`src/rtl/mc_datapath.sv`:
```
// Multi-cycle MIPS-subset core: PC/IR/MDR/A/B/ALUOut, 32-entry regfile, ALU, FSM control.
// Zero-wait latency: lw 5, sw 4, R-type/addi/lui 4, beq/bne/blez 3, j 3 cycles; +1 per wait cycle.
// Memory backpressure: a memory state holds its request stable until mem_ready completes it.
//
// Ports:
//   clk, reset (async, active-low)
//   mem_req/mem_we/mem_addr/mem_wdata -> shared instruction/data port, mem_ready/mem_rdata <-
//   pc (architectural PC), retire (1-cycle pulse per instruction), halt (sticky, unsupported op)
module mc_datapath #(
  parameter int              XLEN      = 32,
  parameter logic [XLEN-1:0] RESET_PC  = '0,
  parameter bit              WORD_ADDR = 1'b0
) (
  input  logic            clk,
  input  logic            reset,
  output logic            mem_req,
  output logic            mem_we,
  output logic [XLEN-1:0] mem_addr,
  output logic [XLEN-1:0] mem_wdata,
  input  logic            mem_ready,
  input  logic [XLEN-1:0] mem_rdata,
  output logic [XLEN-1:0] pc,
  output logic            retire,
  output logic            halt
);

  typedef enum logic [3:0] {
    S_FETCH, S_DECODE, S_MEMADR, S_MEMRD, S_MEMWB, S_MEMWR,
    S_EXEC, S_ALUWB, S_BRANCH, S_JUMP, S_HALT
  } state_t;

  localparam logic [5:0] OP_RTYPE = 6'b000000;
  localparam logic [5:0] OP_LW    = 6'b100011;
  localparam logic [5:0] OP_SW    = 6'b101011;
  localparam logic [5:0] OP_BEQ   = 6'b000100;
  localparam logic [5:0] OP_BNE   = 6'b000101;
  localparam logic [5:0] OP_BLEZ  = 6'b000110;
  localparam logic [5:0] OP_ADDI  = 6'b001000;
  localparam logic [5:0] OP_LUI   = 6'b001111;
  localparam logic [5:0] OP_J     = 6'b000010;

  localparam logic [5:0] F_ADD = 6'b100000;
  localparam logic [5:0] F_SUB = 6'b100010;
  localparam logic [5:0] F_AND = 6'b100100;
  localparam logic [5:0] F_OR  = 6'b100101;
  localparam logic [5:0] F_SLT = 6'b101010;
  localparam logic [5:0] F_SLL = 6'b000000;

  localparam logic [XLEN-1:0] STEP = WORD_ADDR ? XLEN'(1) : XLEN'(4);

  state_t state, state_nx;

  logic [31:0]     ir;
  logic [XLEN-1:0] mdr, a, b, alu_out;
  logic [XLEN-1:0] rf [32];

  // Instruction fields
  logic [5:0] op, funct;
  logic [4:0] rs, rt, rd, shamt;
  assign op    = ir[31:26];
  assign rs    = ir[25:21];
  assign rt    = ir[20:16];
  assign rd    = ir[15:11];
  assign shamt = ir[10:6];
  assign funct = ir[5:0];

  logic [XLEN-1:0] signimm, lui_val, br_off, jtarget, alu_res;
  logic            funct_ok, br_taken;

  assign signimm = {{(XLEN-16){ir[15]}}, ir[15:0]};
  assign lui_val = {{(XLEN-16){ir[15]}}, ir[15:0]} << 16;
  assign br_off  = WORD_ADDR ? signimm : {signimm[XLEN-3:0], 2'b00};
  // pc already holds the incremented value by the time JUMP runs
  assign jtarget = WORD_ADDR ? {pc[XLEN-1:26], ir[25:0]}
                             : {pc[XLEN-1:28], ir[25:0], 2'b00};

  assign funct_ok = (funct == F_ADD) || (funct == F_SUB) || (funct == F_AND) ||
                    (funct == F_OR)  || (funct == F_SLT) || (funct == F_SLL);

  always_comb begin
    br_taken = 1'b0;
    case (op)
      OP_BEQ:  br_taken = (a == b);
      OP_BNE:  br_taken = (a != b);
      OP_BLEZ: br_taken = a[XLEN-1] || (a == '0);
      default: br_taken = 1'b0;
    endcase
  end

  always_comb begin
    alu_res = '0;
    if (op == OP_RTYPE) begin
      case (funct)
        F_ADD:   alu_res = a + b;
        F_SUB:   alu_res = a - b;
        F_AND:   alu_res = a & b;
        F_OR:    alu_res = a | b;
        F_SLT:   alu_res = {{(XLEN-1){1'b0}}, ($signed(a) < $signed(b))};
        F_SLL:   alu_res = b << shamt;
        default: alu_res = '0;
      endcase
    end else if (op == OP_ADDI) begin
      alu_res = a + signimm;
    end else if (op == OP_LUI) begin
      alu_res = lui_val;
    end
  end

  // State register
  always_ff @(posedge clk or negedge reset) begin
    if (!reset) state <= S_FETCH;
    else        state <= state_nx;
  end

  // Next-state logic; mem_ready only matters in the three request states
  always_comb begin
    state_nx = state;
    case (state)
      S_FETCH:  if (mem_ready) state_nx = S_DECODE;
      S_DECODE: begin
        case (op)
          OP_RTYPE:                 state_nx = funct_ok ? S_EXEC : S_HALT;
          OP_LW, OP_SW:             state_nx = S_MEMADR;
          OP_BEQ, OP_BNE, OP_BLEZ:  state_nx = S_BRANCH;
          OP_ADDI, OP_LUI:          state_nx = S_EXEC;
          OP_J:                     state_nx = S_JUMP;
          default:                  state_nx = S_HALT;
        endcase
      end
      S_MEMADR: state_nx = (op == OP_LW) ? S_MEMRD : S_MEMWR;
      S_MEMRD:  if (mem_ready) state_nx = S_MEMWB;
      S_MEMWB:  state_nx = S_FETCH;
      S_MEMWR:  if (mem_ready) state_nx = S_FETCH;
      S_EXEC:   state_nx = S_ALUWB;
      S_ALUWB:  state_nx = S_FETCH;
      S_BRANCH: state_nx = S_FETCH;
      S_JUMP:   state_nx = S_FETCH;
      S_HALT:   state_nx = S_HALT;
      default:  state_nx = S_HALT;
    endcase
  end

  // Outputs and register-file write controls
  logic            rf_we;
  logic [4:0]      rf_waddr;
  logic [XLEN-1:0] rf_wdata;

  always_comb begin
    // reset gating makes an in-flight transfer vanish the moment reset falls
    mem_req   = reset && ((state == S_FETCH) || (state == S_MEMRD) || (state == S_MEMWR));
    mem_we    = (state == S_MEMWR);
    mem_addr  = ((state == S_MEMRD) || (state == S_MEMWR)) ? alu_out : pc;
    mem_wdata = b;
    retire    = reset && ((state == S_MEMWB) || (state == S_ALUWB) ||
                          (state == S_BRANCH) || (state == S_JUMP) ||
                          ((state == S_MEMWR) && mem_ready));
    halt      = (state == S_HALT);
    rf_we     = (state == S_MEMWB) || (state == S_ALUWB);
    rf_waddr  = ((state == S_ALUWB) && (op == OP_RTYPE)) ? rd : rt;
    rf_wdata  = (state == S_MEMWB) ? mdr : alu_out;
  end

  // Datapath registers
  always_ff @(posedge clk or negedge reset) begin
    if (!reset) begin
      pc      <= RESET_PC;
      ir      <= '0;
      mdr     <= '0;
      a       <= '0;
      b       <= '0;
      alu_out <= '0;
    end else begin
      case (state)
        S_FETCH: if (mem_ready) begin
          ir <= mem_rdata[31:0];
          pc <= pc + STEP;
        end
        S_DECODE: begin
          a       <= rf[rs];
          b       <= rf[rt];
          alu_out <= pc + br_off;
        end
        S_MEMADR: alu_out <= a + signimm;
        S_MEMRD:  if (mem_ready) mdr <= mem_rdata;
        S_EXEC:   alu_out <= alu_res;
        S_BRANCH: if (br_taken) pc <= alu_out;
        S_JUMP:   pc <= jtarget;
        default: ;
      endcase
    end
  end

  // Register file; entry 0 is never written so it always reads zero
  always_ff @(posedge clk or negedge reset) begin
    if (!reset) begin
      for (int i = 0; i < 32; i++) rf[i] <= '0;
    end else if (rf_we && (rf_waddr != 5'd0)) begin
      rf[rf_waddr] <= rf_wdata;
    end
  end

endmodule

```
`config.mk`:
```
export PLATFORM = sky130hd
export DESIGN_NAME = mc_datapath
export DESIGN_NICKNAME = d
export VERILOG_FILES = /design/src/rtl/mc_datapath.sv
export SDC_FILE = /design/constraint.sdc
export NUM_CORES = 2
export LEC_CHECK = 0
export BUFFER_PORTS_ARGS = -buffer_cell sky130_fd_sc_hd__buf_2
export CORE_AREA = 2 2 400 402
export DETAILED_ROUTE_END_ITERATION = 8
export DIE_AREA = 0 0 402 404
export SLEW_MARGIN = 10
export SYNTH_ARGS = -nofsm -noshare
export SYNTH_HDL_FRONTEND = slang
export SYNTH_SLANG_ARGS = --single-unit
```
`constraint.sdc`:
```
create_clock -name clk -period 4.07 [get_ports clk]
set_clock_uncertainty 0.1 [all_clocks]
set_input_delay 0 -clock clk [delete_from_list [all_inputs] [get_ports clk]]
set_output_delay 0 -clock clk [all_outputs]
set_load 0.02 [all_outputs]
```
==> out/qor.yml <==
outcome:
  status: "complete, no violations"
synth:
  synth-edff-count: 0
  synth-seq-cells: 1220
  synth.avg_cell_area_sq_um: 10.7
  yosys.area.top_type: "dfrtp_1"
  ys_warn_count: 0
  yosysSeqAreaShare: 0.432
  synth_cell_types: 90
  synthTopCellsByArea: "dfrtp_1 43%, mux4_2 21%, a21oi_1 5.4%"
  ys.flop_type: "dfrtp_1"
  syn-num-nets: 6840
  syn_area_sq_um: 70700
  async_reset_ff_frac: 1.00
  synth_top_area_frac: 0.432
  postSynthCellCount: 6637
timing:
  setup_viol_count_final: 0
  report.final.hold_viol_count: 0
  period_minus_slack_ns: 3.94
  rsz0062_at_grt: "false"
  fmax_mhz: 254
  hold_ws_ns: 0.0921
  tightest_slew_ns: 1.28
  finalSetupTns_ns: 0
  post-route-period-util: 0.967
  slew_headroom: 0.140
  drv_slew: 0
drt:
  drtAntennaViolNets: 0
  wl_mm: 261
  drt-met1-wl_mm: 106
  route.met3.wl_mm: 22.1
  drc_errors: 0
  top_layer_used: "met5"
  dr_total_vias: 56800
  via_per_inst: 6.37
  dr_wl_met2_mm: 120
  initialDrtViolationCount: 7326
  first_pass_iters: 8
  wire_per_inst_um: 29.2
finish:
  syn_to_final_growth_pct: 15.3
  drive_above_1_share: 0.232
  layout.nets: 6944
  final_common_cell: "dfrtp_1"
  final_cell_mix: "1,206 x dfrtp_1, 770 x a21oi_1, 768 x nor2_1"
die:
  rows: 146
  die_h_um: 404
  coreArea_sq_um: 158000
  dieArea_sq_um: 162000
  die_width_um: 402
  boundaryPins: 135
  initial_core_util: 0.448
worst_setup_path:
  crit_start: "ir[11]"
  cp.required_ns: 4.65
  endpoint_kind: "flop"
  crit_fanout: 8
  crit_type: "reg2reg"
  r2r_start: "ir[11]"
  startpoint_type: "flop"
  cp.arrival_ns: 4.52
cts:
  cts_htree_levels: 4
  cts.path.max_buffers: 3
  post_cts_buffers: 0
  clkTransAtPathRegs_ns: 0.06
  cts_buffers: 139
  tritoncts: "done"
  clk_latency_ns: 0.82
  clock_sink_count: 1220
  clockRootBuffer: "clkbuf_16"
job:
  max_cap_violations: 0
power_and_ir_drop:
  total_power_mw: 74.4
  p_leak_nw: 34.9
  vdd_drop_max_uv: 488
  pwr_density_cell_nw_per_um2: 913
global_routing:
  antenna_found_initial: 9
  grt_pass1_wl_mm: 385
  first_global_vias: 55800
  grt.total_usage: 0.322
  grt_max_degree: 130
  grt-ovfl-total: 0
place:
  io_buffers: 134
  dp_hpwl_mm: 174
  gp_congestion: 1.03
hold_path:
  hold_class: "in2reg"
  min-delay-start: "mem_ready"
area by class of cell:
class,count,area [sq um]
Sequential cell,1220,30600
Fill cell,13900,76300
Timing Repair Buffer,583,5390
Multi-Input combinational cell,4666,37800
Tap cell,2072,2590
Clock buffer,196,4010
Clock inverter,53,687
Antenna cell,4,10.0
Inverter,131,492
critical path: stages, from the launching register on:
cell and delay, ns:
dfrtp_1 0.81, ha_1 0.45, nand4_1 0.18, nor4_1 0.08
a41oi_1 0.39, a21oi_1 0.17, o31a_1 0.35, a41oi_1 0.39
or3_1 0.16, a21oi_1 0.06, a211o_1 0.34, o32a_1 0.33
per-layer routing:
layer  global-route usage  vias to the layer above
met5                    0                        -
met4                0.145                        2
met3               0.0652                      616
met2                0.501                     2761
met1                0.438                    28900
li1                     -                    24500
registers in the layout (all words and copies together) (netlist names):
name,flops
ir,32
pc,32
mem_wdata,32
state,4
a,32
mdr,32
alu_out,32
rf,1024
repair_timing:
item | 4_1_cts | 5_1_grt
resized for setup | 0 | 4
setup endpoints to repair | 0 | 5
endpoints found under the hold margin | 1219 | 0
hold buffers | 70 | 0
cell families after synthesis:
group / after synthesis / synth area share
adder cells (fa/ha/maj): 168 / 0.0301
buffers and inverters: 751 / 0.0413
flip-flops: 1220 / 0.432
AO/OA/AOI/OAI: 1808 / 0.144
multiplexers: 884 / 0.241
AND/OR/NAND/NOR: 1730 / 0.102
XOR/XNOR: 76 / 0.00941
per-stage QoR:
stage                     instances  setup slack (ns)   util  instance area [sq um]
after global placement         8602             0.163  0.482                  76100
after floorplan                6637             0.587      -                  70700
after detailed placement       8602             0.159  0.482                  76100
after CTS                      8921             0.138  0.516                  81500
final                          8925             0.133  0.516                  81500
after global routing           8922           0.00567  0.516                  81500
synth_stat cells (43+ instances only):
master       n
buf_2       73
nand3_1     55
clkbuf_1   462
mux2i_1    142
nand2_1    662
mux4_2     647
o21ai_0    631
xnor2_1     52
a21oi_1    770
mux2_2      95
ha_1       164
nor2_1     769
a31oi_1     43
dfrtp_1   1220
buf_1       83
inv_1      129
nor3_1      48
worst paths after layout:
| check | cells after the start | end | slack [ns] |
|---|---|---|---|
| max | 11 | alu_out[29] | 0.13 |
| min | 4 | state[2] | 0.09 |
| max reg2reg | 11 | alu_out[29] | 0.13 |
| min reg2reg | 0 | rf[1022] | 0.29 |
| max in group asynchronous | 4 | rf[906] | 2.61 |
| min in group asynchronous | 4 | rf[261] | 0.52 |
where the power goes:
part | internal (mW) | total (mW) | switching (mW)
combinational | 16.8 | 39.4 | 22.5
clock | 7.61 | 13.1 | 5.44
sequential | 16.6 | 22.0 | 5.37
total | 41.1 | 74.4 | 33.3
No activity file was read; power rests on OpenSTA's default activity.
